$ cat src/rtl/fixed_pkg.sv
// Shared types, default widths and saturation helpers for the fixed-point MAC datapath.
package fixed_pkg;

  localparam int unsigned DefWI1 = 5;
  localparam int unsigned DefWF1 = 11;
  localparam int unsigned DefWI2 = 5;
  localparam int unsigned DefWF2 = 11;
  localparam int unsigned DefWIA = 12;
  localparam int unsigned DefWIO = 6;
  localparam int unsigned DefWFO = 11;

  localparam int unsigned ProdW = DefWI1 + DefWF1 + DefWI2 + DefWF2;
  localparam int unsigned AccW  = DefWIA + DefWF1 + DefWF2;
  localparam int unsigned OutW  = DefWIO + DefWFO;

  typedef enum logic [1:0] {
    StAcc,
    StFlush,
    StOut
  } state_e;

  // Two's-complement bounds for a w-bit signed value, w <= 63.
  function automatic logic signed [63:0] sat_max(input int unsigned w);
    return (64'sd1 <<< (w - 1)) - 64'sd1;
  endfunction

  function automatic logic signed [63:0] sat_min(input int unsigned w);
    return -(64'sd1 <<< (w - 1));
  endfunction

endpackage

$ cat src/rtl/fixed_mac_frame_if.sv
// Operand stream in, result stream out; slave is the MAC engine, master the neighbouring logic.
interface fixed_mac_frame_if #(
  parameter int unsigned WA = 16,
  parameter int unsigned WB = 16,
  parameter int unsigned WO = 17
);

  logic signed [WA-1:0] s_a;
  logic signed [WB-1:0] s_b;
  logic                 s_last;
  logic                 s_valid;
  logic                 s_ready;
  logic signed [WO-1:0] m_result;
  logic                 m_sat;
  logic                 m_valid;
  logic                 m_ready;

  modport master (
    output s_a, s_b, s_last, s_valid, m_ready,
    input  s_ready, m_result, m_sat, m_valid
  );

  modport slave (
    input  s_a, s_b, s_last, s_valid, m_ready,
    output s_ready, m_result, m_sat, m_valid
  );

endinterface

$ cat src/rtl/fixed_round_sat.sv
// Round half-up, floor and clamp an accumulator-format sum down to WIO.WFO; flags any clamp.
module fixed_round_sat
  import fixed_pkg::*;
#(
  parameter int unsigned WIA = DefWIA,
  parameter int unsigned WF  = DefWF1 + DefWF2,
  parameter int unsigned WIO = DefWIO,
  parameter int unsigned WFO = DefWFO
) (
  input  logic signed [WIA+WF-1:0]  sum,
  output logic signed [WIO+WFO-1:0] result,
  output logic                      ovf
);

  localparam int unsigned AW = WIA + WF;
  localparam int unsigned OW = WIO + WFO;
  localparam int unsigned SH = WF - WFO;

  localparam logic signed [AW:0] OMax = (AW + 1)'(sat_max(OW));
  localparam logic signed [AW:0] OMin = (AW + 1)'(sat_min(OW));

  // One guard bit so the rounding increment can never wrap.
  logic signed [AW:0] rnd;
  logic signed [AW:0] shifted;

  if (SH > 0) begin : g_round
    localparam logic [AW:0] Half = {{AW{1'b0}}, 1'b1} << (SH - 1);
    assign rnd = {sum[AW-1], sum} + Half;
  end else begin : g_no_round
    assign rnd = {sum[AW-1], sum};
  end

  assign shifted = rnd >>> SH;

  always_comb begin
    ovf    = 1'b0;
    result = shifted[OW-1:0];
    if (shifted > OMax) begin
      ovf    = 1'b1;
      result = OMax[OW-1:0];
    end else if (shifted < OMin) begin
      ovf    = 1'b1;
      result = OMin[OW-1:0];
    end
  end

endmodule

$ cat src/rtl/fixed_mac_frame.sv
// Framed signed multiply-accumulate: pipelined product, saturating accumulator, rounded result.
module fixed_mac_frame
  import fixed_pkg::*;
#(
  parameter int unsigned WI1 = DefWI1,
  parameter int unsigned WF1 = DefWF1,
  parameter int unsigned WI2 = DefWI2,
  parameter int unsigned WF2 = DefWF2,
  parameter int unsigned WIA = DefWIA,
  parameter int unsigned WIO = DefWIO,
  parameter int unsigned WFO = DefWFO
) (
  input logic              clk,
  input logic              reset,
  fixed_mac_frame_if.slave bus
);

  localparam int unsigned FW = WF1 + WF2;
  localparam int unsigned PW = WI1 + WI2 + FW;
  localparam int unsigned CW = WIA + FW;
  localparam int unsigned OW = WIO + WFO;

  localparam logic signed [CW-1:0] AccMax = CW'(sat_max(CW));
  localparam logic signed [CW-1:0] AccMin = CW'(sat_min(CW));

  state_e state_q, state_d;

  logic signed [PW-1:0] mul;
  logic signed [PW-1:0] prod_q;
  logic                 prod_vld_q;
  logic                 accept;

  logic signed [CW-1:0] prod_ext;
  logic signed [CW:0]   sum_wide;
  logic signed [CW-1:0] acc_sum;
  logic                 add_sat;
  logic signed [CW-1:0] acc_q, acc_d;
  logic                 sticky_q, sticky_d;

  logic signed [OW-1:0] rnd_res;
  logic                 rnd_ovf;
  logic signed [OW-1:0] res_q;
  logic                 sat_q;

  assign bus.s_ready  = reset && (state_q == StAcc);
  assign bus.m_valid  = (state_q == StOut);
  assign bus.m_result = res_q;
  assign bus.m_sat    = sat_q;

  assign accept = bus.s_valid && bus.s_ready;
  assign mul    = PW'(bus.s_a) * PW'(bus.s_b);

  // Stage 1: full-precision product.
  always_ff @(posedge clk or negedge reset) begin
    if (!reset) begin
      prod_q     <= '0;
      prod_vld_q <= 1'b0;
    end else begin
      prod_vld_q <= accept;
      if (accept) begin
        prod_q <= mul;
      end
    end
  end

  // Stage 2: saturating add, one extra bit to detect overflow.
  assign prod_ext = CW'(prod_q);
  assign sum_wide = {acc_q[CW-1], acc_q} + {prod_ext[CW-1], prod_ext};
  assign add_sat  = sum_wide[CW] ^ sum_wide[CW-1];
  assign acc_sum  = add_sat ? (sum_wide[CW] ? AccMin : AccMax) : sum_wide[CW-1:0];

  fixed_round_sat #(
    .WIA (WIA),
    .WF  (FW),
    .WIO (WIO),
    .WFO (WFO)
  ) u_round_sat (
    .sum    (acc_sum),
    .result (rnd_res),
    .ovf    (rnd_ovf)
  );

  always_comb begin
    state_d  = state_q;
    acc_d    = acc_q;
    sticky_d = sticky_q;
    if (prod_vld_q) begin
      acc_d    = acc_sum;
      sticky_d = sticky_q | add_sat;
    end
    unique case (state_q)
      StAcc: begin
        if (bus.s_valid && bus.s_last) begin
          state_d = StFlush;
        end
      end
      StFlush: begin
        // The final product folds straight into the result; clear for the next frame.
        state_d  = StOut;
        acc_d    = '0;
        sticky_d = 1'b0;
      end
      StOut: begin
        if (bus.m_ready) begin
          state_d = StAcc;
        end
      end
      default: state_d = StAcc;
    endcase
  end

  always_ff @(posedge clk or negedge reset) begin
    if (!reset) begin
      state_q  <= StAcc;
      acc_q    <= '0;
      sticky_q <= 1'b0;
      res_q    <= '0;
      sat_q    <= 1'b0;
    end else begin
      state_q  <= state_d;
      acc_q    <= acc_d;
      sticky_q <= sticky_d;
      if (state_q == StFlush) begin
        res_q <= rnd_res;
        sat_q <= sticky_q | add_sat | rnd_ovf;
      end
    end
  end

endmodule

$ cat src/flat_wrapper.sv
// flat-port wrapper written by rule: the top's interface ports become plain ports
module fixed_mac_frame_flat import fixed_pkg::*;
#(
  parameter int unsigned WI1 = DefWI1,
  parameter int unsigned WF1 = DefWF1,
  parameter int unsigned WI2 = DefWI2,
  parameter int unsigned WF2 = DefWF2,
  parameter int unsigned WIA = DefWIA,
  parameter int unsigned WIO = DefWIO,
  parameter int unsigned WFO = DefWFO
)
  (clk, reset, bus_s_a, bus_s_b, bus_s_last, bus_s_valid, bus_m_ready, bus_s_ready, bus_m_result, bus_m_sat, bus_m_valid);
  fixed_mac_frame_if #(.WA(16), .WB(16), .WO(17)) bus_i ();
  input logic clk;
  input logic reset;
  input wire logic [$bits(bus_i.s_a)-1:0] bus_s_a;
  input wire logic [$bits(bus_i.s_b)-1:0] bus_s_b;
  input wire logic [$bits(bus_i.s_last)-1:0] bus_s_last;
  input wire logic [$bits(bus_i.s_valid)-1:0] bus_s_valid;
  input wire logic [$bits(bus_i.m_ready)-1:0] bus_m_ready;
  output wire logic [$bits(bus_i.s_ready)-1:0] bus_s_ready;
  output wire logic [$bits(bus_i.m_result)-1:0] bus_m_result;
  output wire logic [$bits(bus_i.m_sat)-1:0] bus_m_sat;
  output wire logic [$bits(bus_i.m_valid)-1:0] bus_m_valid;
  assign bus_i.s_a = bus_s_a;
  assign bus_i.s_b = bus_s_b;
  assign bus_i.s_last = bus_s_last;
  assign bus_i.s_valid = bus_s_valid;
  assign bus_i.m_ready = bus_m_ready;
  assign bus_s_ready = bus_i.s_ready;
  assign bus_m_result = bus_i.m_result;
  assign bus_m_sat = bus_i.m_sat;
  assign bus_m_valid = bus_i.m_valid;
  fixed_mac_frame #(.WI1(WI1), .WF1(WF1), .WI2(WI2), .WF2(WF2), .WIA(WIA), .WIO(WIO), .WFO(WFO)) u_core (.clk(clk), .reset(reset), .bus(bus_i));
endmodule
$ cat config.mk
export PLATFORM = sky130hd
export DESIGN_NAME = fixed_mac_frame_flat
export DESIGN_NICKNAME = d
export VERILOG_FILES = /design/src/rtl/fixed_pkg.sv /design/src/rtl/fixed_mac_frame_if.sv /design/src/rtl/fixed_round_sat.sv /design/src/rtl/fixed_mac_frame.sv /design/src/flat_wrapper.sv
export SDC_FILE = /design/constraint.sdc
export NUM_CORES = 1
export LEC_CHECK = 0
export BUFFER_PORTS_ARGS = -buffer_cell sky130_fd_sc_hd__buf_2
export CORE_UTILIZATION = 54
export DETAILED_ROUTE_END_ITERATION = 10
export MAX_ROUTING_LAYER = met4
export PLACE_DENSITY = 0.72
export SETUP_SLACK_MARGIN = 0.3
export SLEW_MARGIN = 15
export SYNTH_ARGS = -nofsm -noshare
export SYNTH_HDL_FRONTEND = slang
export SYNTH_SLANG_ARGS = --single-unit
$ cat constraint.sdc
create_clock -name clk -period 6.6 [get_ports clk]
set_clock_uncertainty 0.15 [all_clocks]
set_input_delay 0.33 -clock clk [delete_from_list [all_inputs] [get_ports clk]]
set_output_delay 0.33 -clock clk [all_outputs]
set_load 0.01 [all_outputs]
==> results of run 1 <==
state kept, by name, indices dropped and copies added (netlist names):
register / count
u_core.prod_q: 32
u_core.sticky_q: 1
u_core.bus.m_result: 17
u_core.prod_vld_q: 1
u_core.acc_q: 34
u_core.state_q: 2
u_core.bus.m_sat: 1
placed cells by master, fill, tap and decap left out, types with 62 or more instances in the layout:
master	count
inv_1	333
buf_4	62
nand2_1	260
ha_1	116
dfrtp_1	88
o21ai_0	83
a21oi_1	71
and2_1	104
nor2_1	103
fa_1	262
per-stage QoR:
step	utilization, %	setup slack [ns]	cells	instance area, sq um	hold WS [ns]
2_1_floorplan	-	0.278	1892	16400	-0.116
3_3_place_gp	57.9	0.0967	2316	17200	0.149
3_5_place_dp	57.9	0.00809	2316	17200	0.148
4_1_cts	58.8	0.352	2332	17500	0.0206
5_1_grt	59.1	0.127	2337	17600	0.0329
6_report	59.1	0.451	2337	17600	0.0294
worst max-delay path, delay by kind of cell:
family | cells | cell delay (ns)
AND/OR/NAND/NOR | 3 | 0.59
AO/OA/AOI/OAI | 9 | 1.64
adder cells (fa/ha/maj) | 7 | 3.12
buffers and inverters | 5 | 0.57
cell usage after synthesis (all sizes together) (18+ instances only):
cell      n  area share [%]
a211oi   23             1.1
a21o     21            0.97
a21oi    76             2.4
and2    105             4.0
clkbuf   62             1.4
dfrtp    88              13
fa      263              32
ha      117             9.0
inv     334             7.7
nand2   261             6.0
nand3    25            0.77
nor2    104             2.4
nor3     18            0.58
o211ai   18            0.83
o21ai    89             2.8
xnor2    45             2.5
xor2     18             1.0
cell families (layout without fill, tap and decap cells):
kind of cell             Yosys count  in the layout
XOR/XNOR                          64             64
adder cells (fa/ha/maj)          383            383
multiplexers                      10             10
flip-flops                        88             88
AND/OR/NAND/NOR                  607            607
AO/OA/AOI/OAI                    326            326
buffers and inverters            414            469
path summary, 6_finish.rpt:
| kind | from | slack, ns | end | cells past startpoint |
|---|---|---|---|---|
| hold reg to reg | u_core.prod_q[2]$_DFFE_PN0P_ | 0.34 | u_core.prod_q[2]$_DFFE_PN0P_ | 2 |
| max in group asynchronous | reset | 4.89 | u_core.prod_q[19]$_DFFE_PN0P_ | 3 |
| setup reg to reg | u_core.acc_q[22]$_DFFE_PN0P_ | 0.76 | u_core.bus.m_result[4]$_DFFE_PN0P_ | 20 |
| hold / removal | bus_m_ready | 0.03 | u_core.state_q[1]$_DFFE_PN0P_ | 2 |
| setup / recovery | bus_s_b[8] | 0.45 | u_core.prod_q[30]$_DFFE_PN0P_ | 24 |
| min in group asynchronous | reset | 0.30 | u_core.bus.m_sat$_DFFE_PN0P_ | 2 |
final cells by class:
cell class | count | area (sq um) | share of cell area, %
clock buffers | 9 | 225 | 1.28
multi-input cells | 1390 | 12600 | 71.6
flip-flops and latches | 88 | 2200 | 12.5
clock inverters | 6 | 43.8 | 0.249
inverters | 335 | 1260 | 7.18
well taps | 390 | 488 | 2.78
repair buffers | 119 | 767 | 4.36
layer usage:
| layer | global-route usage (%) | routed length (microns) | part of all wire (%) |
|---|---|---|---|
| met5 | - | 0 | 0 |
| met2 | 46.4 | 20000 | 50 |
| met4 | 5.11 | 584 | 1.5 |
| met1 | 36.2 | 17200 | 43 |
| met3 | 4.24 | 2270 | 5.7 |
what timing repair did:
action	CTS	global route
endpoints found under the setup margin	0	18
endpoints found under the hold margin	28	0
hold buffers	1	0
resized for setup	0	14
buffers inserted	0	5
==> results.yml, run 1 <==
run:
  maxCapViolCount: 0
clock_tree:
  cts.sinks: 88
  cts_made_buffers: 9
  clk_latency_ns: 0.36
  cts_root_buf: "clkbuf_16"
  cts_buffer_depth: 2
  cts_tree: "done"
  path_clk_slew_ns: 0.07
  htreeDepth: 3
logic_synthesis:
  syn_inst: 1892
  synth_flop_cell: "dfrtp_1"
  ys_ff_latch: 88
  avgSynthCellArea_sq_um: 8.62
  synth_area_sq_mm: 0.0163
  syn_nets: 2309
  ys_seq_area_share_pct: 13.5
  ys_types: 83
  synthXorXnorAreaFrac_pct: 3.61
  synthArstFlopShare_pct: 100
  synthMuxAreaShare_pct: 0.637
  yosys.area_share.simple_pct: 17.8
  yosys.area_share.adder_pct: 41.4
  synth-edff-count: 0
  synth-compound-area-share_pct: 13.3
  synth_top_family_by_area: "adder cells"
  yosysWarnings: 0
floorplanning:
  io_pins: 57
  placementRows: 63
  die_width_microns: 176
  die_y_microns: 176
  core-area_sq_mm: 0.0297
  initial_core_util_pct: 54.9
  die-area_sq_mm: 0.0309
drt:
  drt-initial-drc-count: 719
  routed_wl_microns: 40100
  num_vias: 13328
  wl_per_cell_microns: 17.2
  first_pass_iters: 6
  viasPerCell: 5.70
  ant_nets: 0
  drc: 0
sta:
  hold_viol: 0
  fmax_ghz: 0.163
  fin_crit_sh_pct: 93.2
  slew_headroom_pct: 36.7
  setup_tns_ns: 0
  setup_viol: 0
  period_needed_ns: 6.15
  grt_setup_unrepaired: "yes"
  worstMarginPinSlew_ns: 0.941
  drv_slew: 0
global_routing:
  grt_max_degree: 61
  grt_pass1_vias: 13617
  grt_overflow: 0
  grt_pass1_wl_microns: 66700
  gr-usage-all-layers_pct: 27.9
  antenna_found_initial: 1
critical_path:
  cpPeakStageDelay_ns: 0.57
  crit_type: "input pin to flop"
  crit_path_frequent_cell: "fa_1"
  cp_max_fo: 8
  crit_arrival_ns: 6.26
  end_kind: "flop"
  path_cells: "buf_2, buf_4, nand2_1, fa_1, inv_1, fa_1, ha_1, inv_1, fa_1, inv_1, fa_1, fa_1, ha_1, a21o_1, or4_1, a211oi_2, nor2_2, a211oi_2, o21ai_2, o211ai_1, a21oi_2, o21a_1, o21a_1, o31ai_1"
  crit_path_top_delay_cell: "fa_1"
  crit_path_start_kind: "input pin"
  critPathRequiredTime_ns: 6.71
cells_and_area:
  syn_to_final_growth_pct: 7.74
  layout.nets: 2360
  n_fill_cell: 2655
  antennaDiodeCount: 0
  drive_above_1_share_pct: 9.14
placed_design:
  dp_hpwl_microns: 33200
  portBuffers: 56
  place_congestion: 0.953
status:
  outcome: "finished clean"
min_path:
  hold_path.class: "input pin to flop"
Power of run 1 is not shown: default switching activity piles up to over one toggle a cycle in this logic, so the estimate is an artifact.
==> run 2, diff against run 1 <==
--- a/config.mk
+++ b/config.mk
@@ -9,2 +9,3 @@
 export CORE_UTILIZATION = 54
+export CTS_BUF_LIST = sky130_fd_sc_hd__clkbuf_2 sky130_fd_sc_hd__clkbuf_4 sky130_fd_sc_hd__clkbuf_8
 export DETAILED_ROUTE_END_ITERATION = 10
@@ -13,3 +14,3 @@
 export SETUP_SLACK_MARGIN = 0.3
-export SLEW_MARGIN = 15
+export SLEW_MARGIN = 20
 export SYNTH_ARGS = -nofsm -noshare
==> constraint.sdc (replaced) <==
create_clock -name clk -period 6.6 [get_ports clk]
set_clock_uncertainty 0.15 [all_clocks]
set_input_delay 1.32 -clock clk [delete_from_list [all_inputs] [get_ports clk]]
set_output_delay 1.32 -clock clk [all_outputs]
set_load 0.01 [all_outputs]
==> run 2 against run 1 <==
Compared with the run above: the flow now finishes with violations (setup timing); clock-buffer cell count grew 1; die area is the same; core utilization grew 3.8 points; critical path depth shrank 1; maximum frequency shrank 10%; global-route usage grew 0.78 points; register-to-register slack gained 0.06 ns; worst hold slack gained 0.31 ns; first-iteration DRC count grew 7.5%; sequential cell count is the same; non-clock buffer count grew 107; design area grew 6.4%; highest routed layer unchanged.
==> results.yml, run 2 (synthesized netlist as in run 1, its figures left out) <==
status:
  outcome: "finished with violations"
  violations: "setup timing"
floorplanning:
  initial_core_util_pct: 54.9
  core-area_sq_mm: 0.0297
  die-area_sq_mm: 0.0309
  die_width_microns: 176
  io_pins: 57
  die_y_microns: 176
  placementRows: 63
cells_and_area:
  fin_area_sq_mm: 0.0187
  antennaDiodeCount: 0
  syn_to_final_growth_pct: 14.7
  final_cell_mix: "inv_1, fa_1, nand2_1"
  layout_commonest_cell: "inv_1"
  layout.nets: 2467
  regMostFlops: "u_core.acc_q"
  fin_util_pct: 62.9
  drive_above_1_share_pct: 16.4
  largest_reg_flops: 34
critical_path:
  crit_path_start_kind: "input pin"
  cp-startpoint: "bus_s_a[5]"
  end_kind: "flop"
  cp_max_fo: 5
  reg2reg_setup_slack_ns: 0.82
  critical_path.top_delay_family: "adder cells"
  critPathRequiredTime_ns: 6.75
  crit_path_top_delay_cell: "fa_1"
  reg2reg_from: "u_core.prod_q[0]$_DFFE_PN0P_"
  cpPeakStageDelay_ns: 0.56
  crit_arrival_ns: 6.98
  crit_type: "input pin to flop"
  path_cells: "buf_2, nand2_1, fa_1, inv_1, fa_2, fa_1, inv_1, fa_1, inv_2, fa_1, fa_1, ha_4, a21o_1, or4_4, a211oi_2, nor2_2, a211oi_2, o21ai_2, o211ai_1, a21oi_1, o21a_1, o21a_1, o31ai_2"
  crit_path_frequent_cell: "fa_1"
  timing.critical_path.buf_inv: 4
drt:
  drc: 0
  num_vias: 13546
  drt-initial-drc-count: 773
  wl_per_cell_microns: 17.0
  routed_wl_microns: 41400
  first_pass_iters: 5
  viasPerCell: 5.54
  ant_nets: 0
sta:
  setup_tns_ns: -0.749
  hold_ws_ns: 0.344
  slew_headroom_pct: 41.5
  fmax_ghz: 0.146
  setup_viol: 6
  hold_viol: 0
  fin_crit_sh_pct: 103
  grt_setup_unrepaired: "yes"
  period_needed_ns: 6.83
  drv_slew: 0
  timing.final.ws_setup_ns: -0.230
  worstMarginPinSlew_ns: 0.874
placed_design:
  dp_hpwl_microns: 34400
  placed_area_sq_mm: 0.0181
  portBuffers: 56
  place_congestion: 0.960
clock_tree:
  htreeDepth: 3
  holdBufCountCts: 0
  path_clk_slew_ns: 0.10
  cts_root_buf: "clkbuf_8"
  cts_tree: "done"
  cts_buffer_depth: 2
  cts.sinks: 88
  cts_made_buffers: 9
  clk_latency_ns: 0.40
global_routing:
  antenna_found_initial: 0
  gr-usage-all-layers_pct: 28.6
  grt_max_degree: 62
  grt_pass1_wl_microns: 68000
  grt_overflow: 0
  grt_pass1_vias: 13841
run:
  maxCapViolCount: 0
min_path:
  hold_start: "u_core.bus.m_result[16]$_DFFE_PN0P_"
  hold_path.class: "flop to flop"
==> run 2: tightest hold or removal path, cell delays in order, from the launching register on <==
cell and delay [ns]:
dfrtp_1 0.36, nand2_1 0.05, nand2_1 0.05
==> run 2: layer usage <==
metal | wire length, microns | GRT usage [%] | vias up
li1 | - | - | 6373
met5 | 0 | - | -
met4 | 663 | 5.80 | 0
met1 | 17700 | 36.9 | 6775
met2 | 20800 | 48.0 | 349
met3 | 2310 | 4.18 | 49
==> run 2: worst paths after layout <==
| check | to | cells after the start |
|---|---|---|
| max | u_core.prod_q[30]$_DFFE_PN0P_ | 23 |
| min | u_core.bus.m_result[16]$_DFFE_PN0P_ | 2 |
| max reg2reg | u_core.bus.m_result[8]$_DFFE_PN0P_ | 20 |
| min reg2reg | u_core.bus.m_result[16]$_DFFE_PN0P_ | 2 |
| max in group asynchronous | u_core.acc_q[18]$_DFFE_PN0P_ | 2 |
| min in group asynchronous | u_core.bus.m_result[10]$_DFFE_PN0P_ | 1 |
==> run 2: cell type report <==
cell class              instances  area (sq um)
clock buffers                  10           138
clock inverters                 5          86.3
fillers                      2569         11000
inverters                     335          1260
multi-input cells            1390         12800
flip-flops and latches         88          2200
well taps                     390           488
repair buffers                226          1700
==> run 2: what timing repair did <==
item / in CTS / in global routing
pin swaps: 18 / 9
setup endpoints to repair: 15 / 16
setup buffers: 6 / 4
gates cloned: 0 / 0
resized for setup: 52 / 28
==> run 2: stage by stage <==
step | std cells | setup WS (ns)
after floorplan | 1892 | -0.508
after global placement | 2419 | -0.743
after detailed placement | 2419 | -0.795
after CTS | 2440 | -0.239
after global routing | 2444 | -0.480
final | 2444 | -0.230
Power of run 2 is left out for the same reason.
==> run 3, diff against run 2 <==
==> constraint.sdc (replaced) <==
create_clock -name clk -period 6.6 [get_ports clk]
set_clock_uncertainty 0.15 [all_clocks]
set_input_delay 0.66 -clock clk [delete_from_list [all_inputs] [get_ports clk]]
set_output_delay 0.66 -clock clk [all_outputs]
set_load 0.01 [all_outputs]
==> run 3 against run 2 <==
Compared with the run above: highest routed layer unchanged; routed wire length down 2.9%; sequential share of layout area rose by 0.47 points; core utilization is 2.4 points lower; critical path type unchanged; clock-buffer cell count grew 2; die area stayed put; maximum frequency up 9.3%; worst hold slack worse by 0.31 ns; via count shrank 2.0%; non-clock buffer count down 67; global-route usage decreased by 0.55 points; the flow now finishes without violations.
==> results.yml, run 3 (synthesized netlist as in run 1, its figures left out) <==
critical_path:
  cp_max_fo: 5
  end_kind: "flop"
  crit_type: "input pin to flop"
  cpPeakStageDelay_ns: 0.56
  critPathRequiredTime_ns: 6.75
  reg2reg_from: "u_core.acc_q[22]$_DFFE_PN0P_"
  r2r-end: "u_core.bus.m_result[13]$_DFFE_PN0P_"
  crit_path_frequent_cell: "fa_1"
  crit_path_top_delay_cell: "fa_1"
  rr_worst_depth: 19
  reg2reg_setup_slack_ns: 0.81
  crit_arrival_ns: 6.40
  path_cells: "buf_12, nand2_4, fa_1, inv_2, fa_1, fa_1, inv_1, fa_1, inv_2, fa_1, fa_1, ha_4, a21o_1, or4_4, a211oi_2, nor2_2, a211oi_2, o21ai_2, o211ai_1, a21oi_1, o21a_1, o21a_1, o31ai_1"
  crit_path_start_kind: "input pin"
drt:
  viasPerCell: 5.58
  num_vias: 13281
  ant_nets: 0
  first_pass_iters: 5
  drt-initial-drc-count: 854
  wl_per_cell_microns: 16.9
  drc: 0
  routed_wl_microns: 40200
sta:
  grt_setup_unrepaired: "yes"
  setup_viol: 0
  setup_tns_ns: 0
  drv_slew: 0
  timing.final.ws_setup_ns: 0.352
  period_needed_ns: 6.25
  fin_crit_sh_pct: 94.7
  worstMarginPinSlew_ns: 0.881
  fmax_ghz: 0.160
  slew_headroom_pct: 41.1
  hold_viol: 0
global_routing:
  grt_pass1_vias: 13456
  gr-usage-all-layers_pct: 28.1
  grt_pass1_wl_microns: 67000
  grt_overflow: 0
  grt_max_degree: 63
  antenna_found_initial: 0
placed_design:
  portBuffers: 56
  pre_cts_slack_ns: -0.190
  placed_area_sq_mm: 0.0176
  place_congestion: 0.974
  dp_hpwl_microns: 33600
floorplanning:
  placementRows: 63
  die-area_sq_mm: 0.0309
  initial_core_util_pct: 54.9
  die_width_microns: 176
  io_pins: 57
  core-area_sq_mm: 0.0297
  die_y_microns: 176
cells_and_area:
  fin_area_sq_mm: 0.0180
  final_cell_mix: "inv_1, fa_1, nand2_1"
  layout.nets: 2400
  drive_above_1_share_pct: 12.4
  syn_to_final_growth_pct: 10.3
  largest_reg_flops: 34
  layout_commonest_cell: "inv_1"
  antennaDiodeCount: 0
  regMostFlops: "u_core.acc_q"
run:
  maxCapViolCount: 0
status:
  outcome: "finished clean"
clock_tree:
  htreeDepth: 3
  cts_tree: "done"
  path_clk_slew_ns: 0.10
  holdBufCountCts: 0
  cts_buffer_depth: 2
  cts.sinks: 88
  cts_made_buffers: 9
  clk_latency_ns: 0.39
  cts_root_buf: "clkbuf_8"
min_path:
  hold_path.class: "input pin to asynchronous set/reset pin"
## run 3: worst max path at each step
stage | start | end
floorplan | bus_s_a[9] | u_core.prod_q[30]$_DFFE_PN0P_
global placement | bus_s_b[6] | u_core.prod_q[30]$_DFFE_PN0P_
detailed placement | bus_s_b[6] | u_core.prod_q[30]$_DFFE_PN0P_
CTS | bus_s_b[4] | u_core.prod_q[30]$_DFFE_PN0P_
global route | bus_s_b[4] | u_core.prod_q[30]$_DFFE_PN0P_
finish | bus_s_b[4] | u_core.prod_q[30]$_DFFE_PN0P_
## run 3: final cells by class
cell class              count  area, sq um
multi-input cells        1390        12700
fillers                  2653        11700
flip-flops and latches     88         2200
inverters                 335         1260
repair buffers            159         1160
well taps                 390          488
clock buffers              12          159
clock inverters             4         33.8
## run 3: through the flow
stage / std cells / util (%) / hold slack, ns
after floorplan: 1892 / - / 0.214
after global placement: 2359 / 59.3 / 0.319
after detailed placement: 2359 / 59.3 / 0.318
after CTS: 2377 / 60.0 / 0.0334
after global routing: 2378 / 60.5 / 0.0498
final: 2378 / 60.5 / 0.0336
## run 3: what timing repair did
item,4_1_cts,5_1_grt
endpoints found under the setup margin,2,23
pin swaps,4,16
buffers inserted,2,1
gates resized for setup,2,63
## run 3: critical path: cells and delay by family
kind            cells  cell delay, ns
fa+ha+maj           7            3.29
compound gates      9            1.68
simple gates        3            0.55
buf+inv             4            0.23
## run 3: metal layers
metal	wire, microns	up-vias	GRT usage [%]
met5	0	-	-
met4	729	0	6.01
met3	2130	58	3.51
met2	20000	350	46.4
met1	17400	6643	37.0
li1	-	6230	-
Power of run 3 is left out for the same reason.
